--- src/rtl/ivalu_wb_buffer.sv ---
// Writeback skid FIFO between the non-stallable vector-integer ALU and the shared
// register-file / ROB completion port; stalls issue early so in-flight results always fit.
module ivalu_wb_buffer #(
  parameter int DEPTH = 4,
  parameter int SLACK = 2
) (
  input  logic                     core_clock_i,
  input  logic                     core_reset_i,
  input  logic                     flush_i,
  input  logic                     in_valid_i,
  input  logic                     in_wb_valid_i,
  input  logic [31:0]              in_result_i,
  input  logic [5:0]               in_dest_i,
  input  logic [4:0]               in_rob_i,
  output logic                     out_valid_o,
  input  logic                     out_ready_i,
  output logic [31:0]              out_result_o,
  output logic [5:0]               out_dest_o,
  output logic [4:0]               out_rob_o,
  output logic                     out_wb_en_o,
  output logic                     issue_stall_o,
  output logic [$clog2(DEPTH):0]   count_o,
  output logic                     overflow_o
);

  localparam int AW = $clog2(DEPTH);
  localparam int PW = AW + 1;
  localparam logic [PW:0] STALL_TH = (PW+1)'(DEPTH - SLACK + 1);

  logic [31:0]   result_q [DEPTH];
  logic [5:0]    dest_q   [DEPTH];
  logic [4:0]    rob_q    [DEPTH];
  logic          wb_q     [DEPTH];

  logic [PW-1:0] wr_ptr;
  logic [PW-1:0] rd_ptr;
  logic [PW-1:0] count;
  logic          overflow_q;
  logic          full;
  logic          fire;
  logic          push;
  logic          drop;
  logic [AW-1:0] wr_idx;
  logic [AW-1:0] rd_idx;

  assign count  = wr_ptr - rd_ptr;
  assign full   = (count == PW'(DEPTH));
  assign wr_idx = wr_ptr[AW-1:0];
  assign rd_idx = rd_ptr[AW-1:0];

  assign out_valid_o = (count != '0);
  assign fire        = out_valid_o & out_ready_i;
  // A dequeue in the same edge frees the slot, so a full FIFO still accepts.
  assign push        = in_valid_i & (~full | fire);
  assign drop        = in_valid_i & full & ~fire;

  assign out_result_o = result_q[rd_idx];
  assign out_dest_o   = dest_q[rd_idx];
  assign out_rob_o    = rob_q[rd_idx];
  assign out_wb_en_o  = wb_q[rd_idx];

  assign issue_stall_o = (({1'b0, count} + {{PW{1'b0}}, in_valid_i}) >= STALL_TH);
  assign count_o       = count;
  assign overflow_o    = overflow_q;

  always_ff @(posedge core_clock_i or negedge core_reset_i) begin
    if (!core_reset_i) begin
      wr_ptr     <= '0;
      rd_ptr     <= '0;
      overflow_q <= 1'b0;
      for (int i = 0; i < DEPTH; i++) begin
        result_q[i] <= '0;
        dest_q[i]   <= '0;
        rob_q[i]    <= '0;
        wb_q[i]     <= 1'b0;
      end
    end else if (flush_i) begin
      wr_ptr <= '0;
      rd_ptr <= '0;
    end else begin
      if (push) begin
        result_q[wr_idx] <= in_result_i;
        dest_q[wr_idx]   <= in_dest_i;
        rob_q[wr_idx]    <= in_rob_i;
        wb_q[wr_idx]     <= in_wb_valid_i;
        wr_ptr           <= wr_ptr + PW'(1);
      end
      if (fire) begin
        rd_ptr <= rd_ptr + PW'(1);
      end
      if (drop) begin
        overflow_q <= 1'b1;
      end
    end
  end

endmodule

--- config.mk ---
export PLATFORM = sky130hd
export DESIGN_NAME = ivalu_wb_buffer
export DESIGN_NICKNAME = d
export VERILOG_FILES = /design/src/rtl/ivalu_wb_buffer.sv
export SDC_FILE = /design/constraint.sdc
export NUM_CORES = 1
export LEC_CHECK = 0
export CAP_MARGIN = 0
export CELL_PAD_IN_SITES_DETAIL_PLACEMENT = 0
export CELL_PAD_IN_SITES_GLOBAL_PLACEMENT = 2
export CORE_MARGIN = 1.5
export CORE_UTILIZATION = 41
export DETAILED_ROUTE_END_ITERATION = 16
export PLACE_DENSITY_LB_ADDON = 0.1
export RECOVER_POWER = 50
export SKIP_LAST_GASP = 1
export SYNTH_ARGS = -nofsm -noshare
export SYNTH_HDL_FRONTEND = slang
export SYNTH_SLANG_ARGS = --single-unit
--- constraint.sdc ---
create_clock -name core_clock_i -period 3.7 [get_ports core_clock_i]
set_clock_uncertainty 0.05 [all_clocks]
set_input_delay 0.925 -clock core_clock_i [delete_from_list [all_inputs] [get_ports core_clock_i]]
set_output_delay 0.925 -clock core_clock_i [all_outputs]
set_load 0.01 [all_outputs]
# After elaboration in Yosys (flattened, before gate mapping)
# Cells that the tools add are included.
[classes]
n_reduce_logical = 6
addsub = 4
n_mux = 28
n_eq_ne = 1
n_shift = 0
multipliers = 0
bitwise = 10
magnitude_cmp = 4
div = 0
[ops]
columns = ["cell", "count"]
rows = [
  ["128-bit bitwise mux", 1],
  ["32-bit 2-to-1 mux", 3],
  ["32-bit binary-select mux with 2-bit select", 1],
  ["32-bit demux with 2-bit select", 1],
  ["24-bit bitwise mux", 1],
  ["20-bit bitwise mux", 1],
  ["6-bit 2-to-1 mux", 3],
  ["5-bit 2-to-1 mux", 3],
  ["6-bit binary-select mux with 2-bit select", 1],
  ["6-bit demux with 2-bit select", 1],
  ["3-bit 2-to-1 mux", 4],
  ["5-bit binary-select mux with 2-bit select", 1],
  ["5-bit demux with 2-bit select", 1],
  ["3-bit by 1-bit adder with 3-bit output, second input constant", 2],
  ["3-bit greater-or-equal comparator, second input constant", 2],
  ["2-bit NOT with 3-bit output", 2],
  ["3-bit by 1-bit adder with 4-bit output", 1],
  ["1-bit bitwise AND", 4],
  ["4-bit bitwise mux", 1],
  ["4-bit by 2-bit greater-or-equal comparator with 1-bit output, second input constant", 1],
  ["2-bit AND reduction", 2],
  ["2-bit nonzero test", 2],
  ["3-bit equality test, second input constant", 1],
  ["3-bit by 1-bit < comparator with 1-bit output, second input constant", 1],
  ["other kinds (8)", 12],
]
[word_totals]
ramBits = 0
ff_bits = 183
latchBits = 0
romBits = 0
mem_count = 0
in_bits = 49

# Logic depth before layout (Yosys ltp)
[logic_depth]
word_depth = 7
mapped_depth = 8
mapped_depth_nobuf = 8

# Worst setup path before layout
# No wires, ideal clock.
[synth_timing]
kind = "reg2out"
start = "register wr_ptr[0]"
end = "output issue_stall_o"
t_arrival_ns = 1.954
path_buffers = 0
stages_incl_launch_ff = 9
setup_slack_ns = 0.771
cell_sequence = "dfrtp_1 inv_1 ha_1 fa_1 inv_1 ha_1 inv_1 a211o_1 a22o_1"
[synth_between]
elab_chain_len = 3
[synth_rtl]
columns = ["element", "line", "text"]
rows = [
  ["from (decl)", "35", "logic [PW-1:0] wr_ptr;"],
  ["from (signal assigned)", "86", "wr_ptr <= wr_ptr + PW'(1);"],
  ["3-bit subtractor", "46", "assign count = wr_ptr - rd_ptr;"],
  ["via count_o[1]", "22", "output logic [$clog2(DEPTH):0] count_o,"],
  ["3-bit by 1-bit adder with 4-bit output", "62", "assign issue_stall_o = (({1'b0, count} + {{PW{1'b0}}, in_valid_i}) >= STALL_TH);"],
  ["4-bit by 2-bit greater-or-equal comparator with 1-bit output", "62", ""],
  ["to (decl)", "21", "output logic issue_stall_o,"],
]
# The timed path passes the listed nets, and every way through them passes these cells.

# Worst setup path in the final report
[layout_timing]
start = "register rd_ptr[0]"
end = "output issue_stall_o"
[layout_between]
elab_chain_len = 3
[layout_rtl]
columns = ["element", "line", "text"]
rows = [
  ["from (decl)", "36", "logic [PW-1:0] rd_ptr;"],
  ["from (signal assigned)", "89", "rd_ptr <= rd_ptr + PW'(1);"],
  ["3-bit subtractor", "46", ""],
  ["3-bit by 1-bit adder with 4-bit output", "62", ""],
  ["4-bit by 2-bit greater-or-equal comparator with 1-bit output", "62", ""],
]
# No other way between the ends.

==> qor.yml <==
synth_edf_count: 0
violations: "capacitance limit, slew limit"
cts_tree: "built"
gp_congestion: 0.721
status: "finished, violations left"
synth_flop_cell: "dfrtp_1"
boundaryPins: 99
htree_num_levels: 4
grt_pass1_vias: 4994
grt_usage_pct: 17.2
setup_viol: 0
r2r-end: "rob_q[9]"
cp-start-kind: "register"
num_rows: 51
die_area_um2: 20900
final.setup.tns_ns: 0
hold_end: "overflow_o"
tightest_slew_ns: 2.15
rsz0062_at_grt: "false"
postSynth.asyncResetShare_pct: 100
clockBufferDepth: 2
slew_viol_final: 87
syn_area_per_cell_um2: 16.9
finalNonFillerCells: 869
hpwl_um: 10700
p_clk_share_pct: 19.7
switching_share_pct: 29.0
p_per_area_nw_per_um2: 833
crit_path_frequent_cell: "ha_1"
antenna_found_initial: 0
antenna_left: 0
drive_gt1_share_pct: 45.7
numCtsBuffers: 17
synthToLayoutAreaGrowth_pct: 22.3
dpl_worst_slack_ns: 0.0116
leakagePower_nw: 4.35
cts_hold_buf: 0
worstReg2RegStart: "rd_ptr[0]"
cap_violations: 1
synthCells: 484
coreArea_um2: 19500
peakVddDrop_mv: 0.372
cp_top_family: "adder cells"
combPwrFrac_pct: 41.0
netlist.area_leader.share_pct: 55.8
vias: 4529
setup_slack_ns: 0.127
p_int_w: 0.00593
wl_per_cell_um: 19.3
cts.sinks: 183
clockRootBuffer: "clkbuf_16"
hold_depth: 1
grt_pass1_wl_um: 26800
clk_latency_ns: 0.42
ff2ff_path_depth: 7
start_util_pct: 42.0
crit_slowest_cell: "dfrtp_4"
relSlewSlack_pct: -43.2
yosys.area.top_type: "dfrtp_1"
grt_start_max_net_pins: 87
die_h_um: 144
diodes: 0
arrival_ns: 2.60
crit_chain: "ha_1 > fa_2 > inv_2 > ha_1 > inv_1 > a211o_1 > a22o_1 > dlygate4sd2_1"
hp-class: "register to register"
clkSlewWorstSetupHoldPaths_ns: 0.06
crit_type: "register to primary output"
yosysSeqAreaShare_pct: 55.8
syn_nets: 542
critical_path_buf_inv_count: 3
min_from: "overflow_o"
io_buffers: 98
yosysUniqueCellTypes: 28
grt_overflow: 0
die_w_um: 144
dp_cells: 837
min_period_over_period_pct: 96.6
wl_um: 16800
num-fill-cells: 1696
ys_seq_elements: 183
drc: 0
critPathMaxFanout: 5
hold_violations: 0
power_switching_w: 0.00242
drt_iter0_markers: 114
synth_area_leaders: "dfrtp_1 56%, mux2_2 24%, mux4_2 12%"
synth_area_um2: 8200
crit_path_max_incr_delay_ns: 0.49
clock.fmax_ghz: 0.280
first_pass_iters: 4
drt-vias-per-instance: 5.21
yosysWarnings: 0
endpoint_kind: "primary output"
fin_nets: 650
regToRegSetupSlack_ns: 0.43
fin_crit_ns: 3.57
sequentialPowerShare_pct: 39.3
crit_required_ns: 2.72
==> power groups by stage <==
stage                     Combinational, W  Clock (W)  Sequential, W
after floorplan                    0.00213          0        0.00316
after global placement             0.00343          0        0.00326
after detailed placement           0.00351          0        0.00332
after CTS                          0.00352    0.00171        0.00328
after global routing               0.00370    0.00179        0.00338
final                              0.00343    0.00165        0.00328
==> cell families after synthesis <==
family	share of synthesized area, %
multiplexers	37.0
flip-flops	55.8
buffers and inverters	2.90
AND/OR/NAND/NOR	1.13
AO/OA/AOI/OAI	1.36
adder cells (fa/ha/maj)	1.46
XOR/XNOR	0.290
==> metal layers <==
| metal | vias up | GRT usage [%] | wire length, um | part of all wire [%] |
|---|---|---|---|---|
| met1 | 2427 | 21.1 | 7220 | 43 |
| li1 | 2022 | - | - | - |
| met2 | 69 | 29.6 | 8630 | 51 |
| met4 | 0 | 4.94 | 164 | 0.98 |
| met3 | 11 | 4.93 | 767 | 4.6 |
| met5 | - | 0 | 0 | 0 |
==> per-stage QoR <==
stage / utilization [%] / hold WS [ns] / power (W) / instance area, um^2
after global placement: 48.9 / 0.418 / 0.00669 / 9540
after floorplan: - / 0.409 / 0.00529 / 8200
after detailed placement: 48.9 / 0.429 / 0.00683 / 9540
final: 51.4 / 0.433 / 0.00836 / 10000
after global routing: 51.4 / 0.455 / 0.00887 / 10000
after CTS: 51.7 / 0.445 / 0.00851 / 10100
==> placed cells by master (no fill, tap or decap), drive strengths merged <==
cell type and count:
dlygate4sd3 2, a22o 1, xnor3 1, nor2 6
a21o 1, a31oi 2, clkinv 6, nand2b 4
mux2 180, fa 1, buf 14, o21a 1
nor2b 4, nand3b 1, dlygate4sd2 1, nand2 2
inv 9, ha 8, a211o 1, mux4 44
clkbuf 28, o211ai 5, dfrtp 183, clkdlybuf4s50 94
nand3 1, mux2i 2, clkinvlp 2
==> worst reg2reg max path, cell delays in order, from the launching register on <==
cell,delay (ns)
dfrtp_4,0.49
ha_1,0.20
fa_2,0.58
nand3b_1,0.16
clkbuf_1,0.25
o211ai_4,0.21
clkbuf_2,0.78
mux2_2,0.43
==> worst max path at each step <==
stage                           from             to  slack [ns]  depth (start not counted)
after floorplan            wr_ptr[0]  issue_stall_o        0.77                          8
final                      rd_ptr[0]  issue_stall_o        0.13                          8
after global placement    in_valid_i  issue_stall_o        0.06                          7
after detailed placement  in_valid_i  issue_stall_o        0.01                          7
after global routing       rd_ptr[0]  issue_stall_o        0.03                          8
after CTS                  rd_ptr[0]  issue_stall_o        0.08                          8
==> Yosys cell counts (2+ instances only) <==
cell,count
a31oi_1,2
buf_2,4
buf_4,12
buf_8,4
clkbuf_1,8
dfrtp_1,183
ha_1,8
inv_1,7
mux2_1,5
mux2_2,175
mux2i_1,2
mux4_2,44
nand2_1,2
nand2b_1,4
nor2_1,6
nor2b_1,4
o211ai_2,3
==> sequential cells by signal, summed over array words and instances, names as in the netlist <==
register	count
result_q	128
overflow_o	1
dest_q	24
rd_ptr	3
rob_q	20
wr_ptr	3
wb_q	4
==> area by class of cell <==
| class | instances | area [um^2] | share of cell area, % |
|---|---|---|---|
| repair buffers | 118 | 1150 | 11.4 |
| flip-flops and latches | 183 | 4580 | 45.7 |
| inverters | 7 | 26.3 | 0.262 |
| clock inverters | 10 | 70.1 | 0.699 |
| multi-input cells | 265 | 3400 | 33.9 |
| well taps | 265 | 332 | 3.31 |
| clock buffers | 21 | 470 | 4.69 |
==> timing repair <==
action                                  in CTS  in global routing
hold endpoints to repair                     0                  0
endpoints found under the setup margin       1                  1
gates resized for setup                      3                  1
setup buffers                                1                  0
(Power assumes the default switching activity.)
